--- config.mk ---
export PLATFORM = sky130hd
export DESIGN_NAME = kf8259_interrupt_sequencer
export DESIGN_NICKNAME = d
export VERILOG_FILES = /design/src/rtl/kf8259_interrupt_sequencer.sv
export SDC_FILE = /design/constraint.sdc
export NUM_CORES = 1
export LEC_CHECK = 0
export ABC_CLOCK_PERIOD_IN_PS = 6100
export BUFFER_PORTS_ARGS = -buffer_cell sky130_fd_sc_hd__buf_2
export CORE_MARGIN = 2
export CORE_UTILIZATION = 57
export DETAILED_ROUTE_END_ITERATION = 10
export PLACE_DENSITY = 0.86
export SYNTH_ARGS = -nofsm -noshare
export SYNTH_HDL_FRONTEND = slang
export SYNTH_SLANG_ARGS = --single-unit
--- constraint.sdc ---
create_clock -name clock -period 6.1 [get_ports clock]
set_input_delay 1.83 -clock clock [delete_from_list [all_inputs] [get_ports clock]]
set_output_delay 1.83 -clock clock [all_outputs]
set_load 0.01 [all_outputs]
--- src/rtl/kf8259_interrupt_sequencer.sv ---
// kf8259_interrupt_sequencer
// Rotating-priority resolver, in-service register owner and two-pulse 8086
// INTA sequencer for the 8259 core. Every output is registered, so the
// effects of an INTA falling edge appear right after the clock edge that
// samples it.
// Optional feature macro: KF8259_AUTO_ROTATE_EN. It adds the auto_rotate_config
// input, and an automatic EOI then also rotates the priority order.
module kf8259_interrupt_sequencer #(
    parameter logic [2:0] DEFAULT_LOWEST_PRIORITY = 3'd7
) (
    input  logic       clock,
    input  logic       reset,
    input  logic [7:0] interrupt_request_register,
    input  logic [7:0] interrupt_mask,
    input  logic [4:0] vector_base,
    input  logic       auto_eoi_config,
`ifdef KF8259_AUTO_ROTATE_EN
    input  logic       auto_rotate_config,
`endif
    input  logic       nonspecific_eoi,
    input  logic       specific_eoi,
    input  logic       rotate_on_eoi,
    input  logic       set_priority,
    input  logic [2:0] eoi_level,
    input  logic       interrupt_acknowledge_n,
    output logic       interrupt_to_cpu,
    output logic       freeze,
    output logic [7:0] clear_interrupt_request,
    output logic [7:0] in_service_register,
    output logic [7:0] vector_out,
    output logic       vector_out_enable
);

    typedef enum logic [1:0] {
        S_IDLE = 2'd0,
        S_ACK1 = 2'd1,
        S_GAP  = 2'd2,
        S_ACK2 = 2'd3
    } state_t;

    // Rotate right so that bit 0 of the result is the level n of the input.
    function automatic logic [7:0] rotate_right(input logic [7:0] v, input logic [2:0] n);
        logic [15:0] w;
        w = {v, v} >> n;
        return w[7:0];
    endfunction

    // {found, index} of the least significant set bit.
    function automatic logic [3:0] first_set(input logic [7:0] v);
        logic [3:0] r;
        r = 4'd0;
        for (int i = 7; i >= 0; i--) begin
            if (v[i]) r = {1'b1, 3'(i)};
        end
        return r;
    endfunction

    state_t     r_state;
    state_t     w_next_state;
    logic       r_inta_prev;
    logic [7:0] r_isr;
    logic [2:0] r_lowest;
    logic [2:0] r_ack_level;
    logic       r_spurious;
    logic       r_int;
    logic       r_freeze;
    logic       r_vec_en;
    logic [7:0] r_clear;
    logic [7:0] r_vector;

    logic [2:0] w_shift;
    logic [7:0] w_cand_rot;
    logic [7:0] w_isr_rot;
    logic [7:0] w_higher_mask;
    logic [7:0] w_win_rot;
    logic [3:0] w_isr_first;
    logic [3:0] w_win_first;
    logic       w_winner_valid;
    logic [2:0] w_winner_level;
    logic [2:0] w_isr_top_level;
    logic       w_inta_fall;
    logic       w_ack_take;
    logic       w_aeoi_clear;
    logic       w_aeoi_rotate;
    logic       w_eoi_valid;
    logic [2:0] w_eoi_level;
    logic [7:0] w_set_mask;
    logic [7:0] w_eoi_mask;
    logic [7:0] w_aeoi_mask;
    logic [7:0] w_next_isr;
    logic [2:0] w_next_lowest;
    logic [2:0] w_next_ack_level;
    logic       w_next_spurious;
    logic       w_next_int;
    logic       w_next_freeze;
    logic       w_next_vec_en;
    logic [7:0] w_next_clear;
    logic [7:0] w_next_vector;

    // Priority resolution happens in a rotated frame where bit 0 is the
    // highest-priority level (lowest_priority + 1), so "higher" is "lower index".
    assign w_shift         = r_lowest + 3'd1;
    assign w_cand_rot      = rotate_right(interrupt_request_register & ~interrupt_mask, w_shift);
    assign w_isr_rot       = rotate_right(r_isr, w_shift);
    assign w_isr_first     = first_set(w_isr_rot);
    assign w_higher_mask   = w_isr_first[3] ? ((8'h01 << w_isr_first[2:0]) - 8'h01) : 8'hFF;
    assign w_win_rot       = w_cand_rot & w_higher_mask;
    assign w_win_first     = first_set(w_win_rot);
    assign w_winner_valid  = w_win_first[3];
    assign w_winner_level  = w_win_first[2:0] + w_shift;
    assign w_isr_top_level = w_isr_first[2:0] + w_shift;

    assign w_inta_fall  = r_inta_prev & ~interrupt_acknowledge_n;
    assign w_ack_take   = (r_state == S_IDLE) && w_inta_fall;
    assign w_aeoi_clear = (r_state == S_ACK2) && interrupt_acknowledge_n &&
                          auto_eoi_config && !r_spurious;

`ifdef KF8259_AUTO_ROTATE_EN
    assign w_aeoi_rotate = w_aeoi_clear && auto_rotate_config;
`else
    assign w_aeoi_rotate = 1'b0;
`endif

    // Select which ISR level an EOI command clears; specific beats nonspecific.
    always_comb begin
        w_eoi_valid = 1'b0;
        w_eoi_level = 3'd0;
        if (specific_eoi) begin
            w_eoi_valid = 1'b1;
            w_eoi_level = eoi_level;
        end else if (nonspecific_eoi && w_isr_first[3]) begin
            w_eoi_valid = 1'b1;
            w_eoi_level = w_isr_top_level;
        end
    end

    // State register and registered INTA sample used for edge detection.
    always_ff @(posedge clock or negedge reset) begin
        if (!reset) begin
            r_state     <= S_IDLE;
            r_inta_prev <= 1'b1;
        end else begin
            r_state     <= w_next_state;
            r_inta_prev <= interrupt_acknowledge_n;
        end
    end

    // Next-state logic for the two-pulse acknowledge sequence.
    always_comb begin
        w_next_state = r_state;
        case (r_state)
            S_IDLE:  if (w_inta_fall)             w_next_state = S_ACK1;
            S_ACK1:  if (interrupt_acknowledge_n) w_next_state = S_GAP;
            S_GAP:   if (w_inta_fall)             w_next_state = S_ACK2;
            S_ACK2:  if (interrupt_acknowledge_n) w_next_state = S_IDLE;
            default:                              w_next_state = S_IDLE;
        endcase
    end

    // Output and datapath next values: ISR set/clear, priority rotation, pins.
    always_comb begin
        w_next_ack_level = r_ack_level;
        w_next_spurious  = r_spurious;
        w_set_mask       = 8'h00;
        w_next_clear     = 8'h00;
        if (w_ack_take) begin
            if (w_winner_valid) begin
                w_next_ack_level = w_winner_level;
                w_next_spurious  = 1'b0;
                w_set_mask       = 8'h01 << w_winner_level;
                w_next_clear     = 8'h01 << w_winner_level;
            end else begin
                w_next_ack_level = 3'd7;
                w_next_spurious  = 1'b1;
            end
        end

        // A set in the same cycle as a clear of the same bit must win.
        w_aeoi_mask = w_aeoi_clear ? (8'h01 << r_ack_level) : 8'h00;
        w_eoi_mask  = w_eoi_valid ? (8'h01 << w_eoi_level) : 8'h00;
        w_next_isr  = (r_isr & ~w_eoi_mask & ~w_aeoi_mask) | w_set_mask;

        w_next_lowest = r_lowest;
        if (set_priority) begin
            w_next_lowest = eoi_level;
        end else if (rotate_on_eoi && w_eoi_valid) begin
            w_next_lowest = w_eoi_level;
        end else if (w_aeoi_rotate) begin
            w_next_lowest = r_ack_level;
        end

        w_next_int    = (r_state == S_IDLE) && !w_inta_fall && w_winner_valid;
        w_next_freeze = (w_next_state != S_IDLE);
        w_next_vec_en = (w_next_state == S_ACK2);
        w_next_vector = w_next_vec_en ? {vector_base, r_ack_level} : 8'h00;
    end

    // Registered ISR, priority pointer, acknowledge context and output pins.
    always_ff @(posedge clock or negedge reset) begin
        if (!reset) begin
            r_isr       <= 8'h00;
            r_lowest    <= DEFAULT_LOWEST_PRIORITY;
            r_ack_level <= 3'd0;
            r_spurious  <= 1'b0;
            r_int       <= 1'b0;
            r_freeze    <= 1'b0;
            r_vec_en    <= 1'b0;
            r_clear     <= 8'h00;
            r_vector    <= 8'h00;
        end else begin
            r_isr       <= w_next_isr;
            r_lowest    <= w_next_lowest;
            r_ack_level <= w_next_ack_level;
            r_spurious  <= w_next_spurious;
            r_int       <= w_next_int;
            r_freeze    <= w_next_freeze;
            r_vec_en    <= w_next_vec_en;
            r_clear     <= w_next_clear;
            r_vector    <= w_next_vector;
        end
    end

    assign interrupt_to_cpu        = r_int;
    assign freeze                  = r_freeze;
    assign clear_interrupt_request = r_clear;
    assign in_service_register     = r_isr;
    assign vector_out              = r_vector;
    assign vector_out_enable       = r_vec_en;

endmodule

# --- Word level (Yosys, flattened, before mapping) ---
# Cells that the tools add are included.
classes:
  n_bitwise: 10
  add_sub_neg: 4
  n_shift: 6
  eq_ne: 4
  muxes: 35
  n_reduce_logical: 13
op_table:
  columns: ["op", "count"]
  rows:
  - ["2-to-1 mux 4 bit", 16]
  - ["2-to-1 mux 8 bit", 6]
  - ["AND 8 bit", 4]
  - ["<< shifter 1 x 3 -> 8 bit, first input constant", 4]
  - [">> shifter 16 x 3 -> 8 bit", 2]
  - ["inverter 8 bit", 3]
  - ["2-to-1 mux 3 bit", 5]
  - ["logical AND 1 bit", 8]
  - ["2-to-1 mux 2 bit", 4]
  - ["OR 8 bit", 1]
  - ["one-hot mux 2 bit (4 select lines)", 1]
  - ["subtractor 8 x 1 -> 8 bit, second input constant", 1]
  - ["adder 3 bit", 2]
  - ["== test 2 bit, second input constant", 3]
  - ["nonzero test 2 bit", 2]
  - ["adder 3 x 1 -> 3 bit, second input constant", 1]
  - ["2-to-1 mux 1 bit", 3]
  - ["== test 2 x 1 -> 1 bit, second input constant", 1]
  - ["logical NOT 1 bit", 2]
  - ["logical NOT 2 bit", 1]
  - ["AND 1 bit", 1]
  - ["inverter 1 bit", 1]
word_totals:
  elab_cells: 83
  in_bits: 32
  out_inout_bits: 27
  ff_bits: 37

# --- Depth between registers and ports, before layout ---
depth:
  ltp_word: 27
  depth_mapped: 23
  mapped_depth_nobuf: 22

# --- Least setup slack after synthesis ---
# Ideal clock, no wire load.
synth_path:
  path_kind: "register to register"
  from: "register r_lowest[0]"
  to: "register r_isr[0], in the netlist in_service_register[0]"
  setup_ns: 0.110
  arrival_ns: 4.954
  path_stages_with_launch: 22
  period_less_slack_ns: 5.064
  setup_slack_ns: 1.036
  path_buffers: 2
  t_required_ns: 5.990
  cell_sequence: "dfstp_2 ha_1 buf_2 mux4_2 nor2b_1 o31ai_1 o21ai_2 o21bai_1 and2_1 nand2b_1 ha_1 nor3b_1 mux2i_1 a21oi_4 buf_4 o21ai_0 fa_1 or3_1 nor2_1 nand2_1 o311a_1 o41ai_1"
synth_between:
  elab_chain_cells: 27
  word_cells_on_any_way: 39
  classes_between: "add/sub: 4; shift: 5; mux: 24; bitwise: 5; reduce/logical: 1"
synth_lines:
  columns: ["item", "line_no", "text"]
  rows:
  - ["start: declaration", "62", "logic [2:0] r_lowest;"]
  - ["start signal: assignment", "212", "r_lowest <= w_next_lowest;"]
  - ["adder 3 x 1 -> 3 bit (*)", "102", "assign w_shift = r_lowest + 3'd1;"]
  - [">> shifter 16 x 3 -> 8 bit", "44", "w = {v, v} >> n;"]
  - ["2-to-1 mux 4 bit (8 in series)", "53", "if (v[i]) r = {1'b1, 3'(i)};"]
  - ["<< shifter 1 x 3 -> 8 bit", "106", "assign w_higher_mask = w_isr_first[3] ? ((8'h01 << w_isr_first[2:0]) - 8'h01) : 8'hFF;"]
  - ["subtractor 8 x 1 -> 8 bit", "106", null]
  - ["2-to-1 mux 8 bit", "106", null]
  - ["AND 8 bit", "107", "assign w_win_rot = w_cand_rot & w_higher_mask;"]
  - ["2-to-1 mux 4 bit (8 in series)", "53", null]
  - ["adder 3 bit", "110", "assign w_winner_level = w_win_first[2:0] + w_shift;"]
  - ["<< shifter 1 x 3 -> 8 bit", "170", "w_set_mask = 8'h01 << w_winner_level;"]
  - ["2-to-1 mux 8 bit", "167", "if (w_winner_valid) begin"]
  - ["2-to-1 mux 8 bit", "166", "if (w_ack_take) begin"]
  - ["OR 8 bit (*)", "181", "w_next_isr = (r_isr & ~w_eoi_mask & ~w_aeoi_mask) | w_set_mask;"]
  - ["via w_next_isr[0]", "90", "logic [7:0] w_next_isr;"]
  - ["end signal: assignment", "211", "r_isr <= w_next_isr;"]
  - ["end: declaration", "61", "logic [7:0] r_isr;"]
# The timed path passes the listed nets; every way through them passes the cells marked *.
# A chain may end at the register's enable or synchronous reset.

# --- Worst setup path after layout ---
layout_path:
  from: "register r_lowest[0]"
  to: "register r_isr[6], in the netlist in_service_register[6]"
# Same word-level chain as after synthesis.

==> results.md <==
- Syn Area/Cell: just under 10 sq um
- Main flop type after synthesis: dfrtp_1
- EDFF count, synth: 0
- Synth-to-layout area growth: 14.1%
- Final setup viols: 0
- Max-cap viol count: 0
- DR top layer: met4
- Root Buffer: clkbuf_8
- Initial Util: 58.7%
- Final core occ: 67.0%
- Routed met1 length: 3.21 mm
- Die Wd: 79.1 um
- Post-synth ARST share: 100%
- Net count, final: 418
- Fin crit period: 5.53 ns
- Total clock sinks: 37
- WS Path Type: register to register
- WP data required: ~6.3 ns
- # Post-CTS Setup Buffers: 0
- Status: finished, final reports clean
- Warnings from Yosys: 0
- Final wirelength: 8.05 mm
- Core area: 5470 sq um
- Final max-slew violation count: 0
- Ant diodes: 0
- CTS tree: yes
- Hold crit path type: register to register
- Clock Path Buffers: 2
- # DRC: 0
- CTS Hold Bufs: 0
- Routed vias/inst: between 6 and 7
- Distinct cells, synth: 67
- H-tree depth: 2
- Critical path fanouts, max: 10
- Most frequent cells in the layout: buf_2 (58), nand2_1 (34), dfrtp_1 (33), mux4_2 (19), nor2_1 (19)
- Final period util: roughly nine tenths
- Vias in the first global route: approximately 2900
- Overall routing resource usage: a little over a quarter
- RSZ-0062 raised after global routing: no
- Critical path endpoint category: register
- Skew-Pair Late Insertion Delay: 0.29 ns
- Commonest non-fill, non-tap cell in the layout: buf_2
- Final HPWL DP: 6.09 mm
- Final Skew: roughly 0.0070 ns
- Setup TNS: 0 ns
- Antenna violations before repair: 0
- Startpoint Class: register
- Final Hold Viols: 0
- Metal3 WL: 437 um
- Met2 wire length: 4.15 mm
- First-pass GRT wire length: 13.5 mm
- I/O pin total: 59
- Buffers on Ports: 58
- Clock-pin slew on the worst setup and hold paths: 0.08 ns
- Row count: 27
- Routed Antenna Nets: 0
- Die Area: 6250 sq um
- Syn nets: 361
- Gpl congestion: slightly above 0.9
- Synthesized flop and latch total: 37
- Post-Syn Instances: 323
- Critical path data arrival time: ~5.7 ns
- Initial DRC Count: 315
- Largest net degree at the start of global routing: 38
- # resized after CTS: 0
- Overflow after GRT: 0
- CTS buffer count: 5
- Worst-margin pin slew: 0.791 ns
- FMAX: around 180 MHz
- Layout cells sized above 1: 29.4%
- Register area share after synthesis: 29.0%
- WL/cell: 17.8 um
- Slew margin rel.: between 40% and 50%
- Synthesized cell area: 3210 sq um
- Vias: approximately 3000
- Initial DRT Pass Iterations: 5
- Die span in y: 79.1 um
==> final cells by class <==
class                      instances  area (sq um)
clock inverter                     3          46.3
timing repair buffer              65           343
tap                               72          90.1
clock buffer                       5          68.8
sequential                        37           931
fill                             446          1810
multi-input combinational        261          2150
inverter                          10          37.5
==> registers in the layout, summed over array words and instances, names as in the netlist <==
name,count
r_inta_prev,1
r_lowest,3
r_state,2
interrupt_to_cpu,1
freeze,1
in_service_register,8
clear_interrupt_request,8
r_ack_level,3
vector_out,8
r_spurious,1
vector_out_enable,1
==> per-layer routing <==
layer	vias up	GRT usage, %
met5	-	0
met4	0	10.0
met3	30	4.77
met2	125	45.0
met1	1480	35.9
li1	1381	-
==> synthesized netlist by cell type (2+ instances only) <==
cell / count / share of area [%]
nand2_1: 34 / 4.0
dfrtp_1: 33 / 26
mux4_2: 19 / 13
nor2_1: 19 / 2.2
a21oi_1: 16 / 2.5
and3_1: 12 / 2.3
mux2i_1: 12 / 3.7
nand2b_1: 11 / 2.1
nand3_1: 10 / 1.6
nor2b_1: 9 / 1.8
o221ai_1: 9 / 2.5
o21ai_0: 8 / 1.2
inv_1: 7 / 0.82
a21o_1: 6 / 1.4
clkbuf_1: 6 / 0.70
nand3b_1: 6 / 1.4
and2_1: 5 / 0.97
o2111ai_1: 5 / 1.4
o31ai_1: 5 / 1.2
xnor2_1: 5 / 1.4
a41o_1: 4 / 1.2
buf_6: 4 / 1.4
dfstp_2: 4 / 3.3
ha_1: 4 / 1.6
nor3_1: 4 / 0.62
o211ai_1: 4 / 0.93
o21a_1: 4 / 0.93
buf_2: 3 / 0.47
o21ai_1: 3 / 0.47
o311a_1: 3 / 0.93
o41ai_1: 3 / 0.82
a211oi_1: 2 / 0.47
fa_1: 2 / 1.2
inv_2: 2 / 0.23
mux2_2: 2 / 0.70
mux4_1: 2 / 1.6
nor4_1: 2 / 0.39
o311ai_1: 2 / 0.55
or2_1: 2 / 0.39
or2_2: 2 / 0.39
or3_1: 2 / 0.39
==> metrics by stage <==
stage / cells / hold WS [ns] / setup WS, ns / area [sq um]
after global routing: 453 / 0.559 / 0.171 / 3670
after global placement: 445 / 0.483 / 0.717 / 3550
final: 453 / 0.520 / 0.570 / 3670
after CTS: 453 / 0.515 / 0.587 / 3670
after floorplan: 323 / 0.450 / 1.04 / 3210
after detailed placement: 445 / 0.498 / 0.608 / 3550
==> critical path, cell delays in order (launching register included) <==
cell and delay, ns:
dfstp_2 0.54, ha_1 0.40, mux4_2 0.57, nor2b_1 0.15, o31ai_1 0.25, o21ai_2 0.18
o21bai_1 0.20, and2_1 0.19, nand2b_1 0.15, ha_1 0.30, inv_1 0.06, o221ai_1 0.17
nand2_1 0.14, clkinv_1 0.28, nand3b_1 0.19, o21ai_0 0.14, fa_1 0.64, nand2_1 0.12
or2_2 0.35, o311a_1 0.34, o41ai_1 0.06
==> path summary, 6_finish.rpt <==
| check | startpoint | end | slack, ns | depth (start not counted) |
|---|---|---|---|---|
| setup / recovery | r_lowest[0]$_DFFE_PN1P_ | in_service_register[6]$_DFF_PN0_ | 0.57 | 20 |
| hold / removal | r_spurious$_DFFE_PN0P_ | r_spurious$_DFFE_PN0P_ | 0.52 | 2 |
| setup reg to reg | r_lowest[0]$_DFFE_PN1P_ | in_service_register[6]$_DFF_PN0_ | 0.57 | 20 |
| hold reg to reg | r_spurious$_DFFE_PN0P_ | r_spurious$_DFFE_PN0P_ | 0.52 | 2 |
| max in group asynchronous | reset | clear_interrupt_request[6]$_DFF_PN0_ | 3.98 | 1 |
| min in group asynchronous | reset | vector_out[4]$_DFF_PN0_ | 1.61 | 1 |
==> cell families (layout without fill, tap and decap cells) <==
kind of cell | Yosys count | count (layout) | synth area share (%)
xor+xnor | 6 | 6 | 1.87
simple gates | 123 | 123 | 19.8
mux | 35 | 35 | 19.4
flops | 37 | 37 | 29.0
fa+ha+maj | 6 | 6 | 2.80
compound gates | 91 | 91 | 23.0
buf+inv | 25 | 83 | 4.09
Power is left out: the tool's default activity adds up to more than one toggle a clock period on the data nets, which glitch-free logic cannot reach.
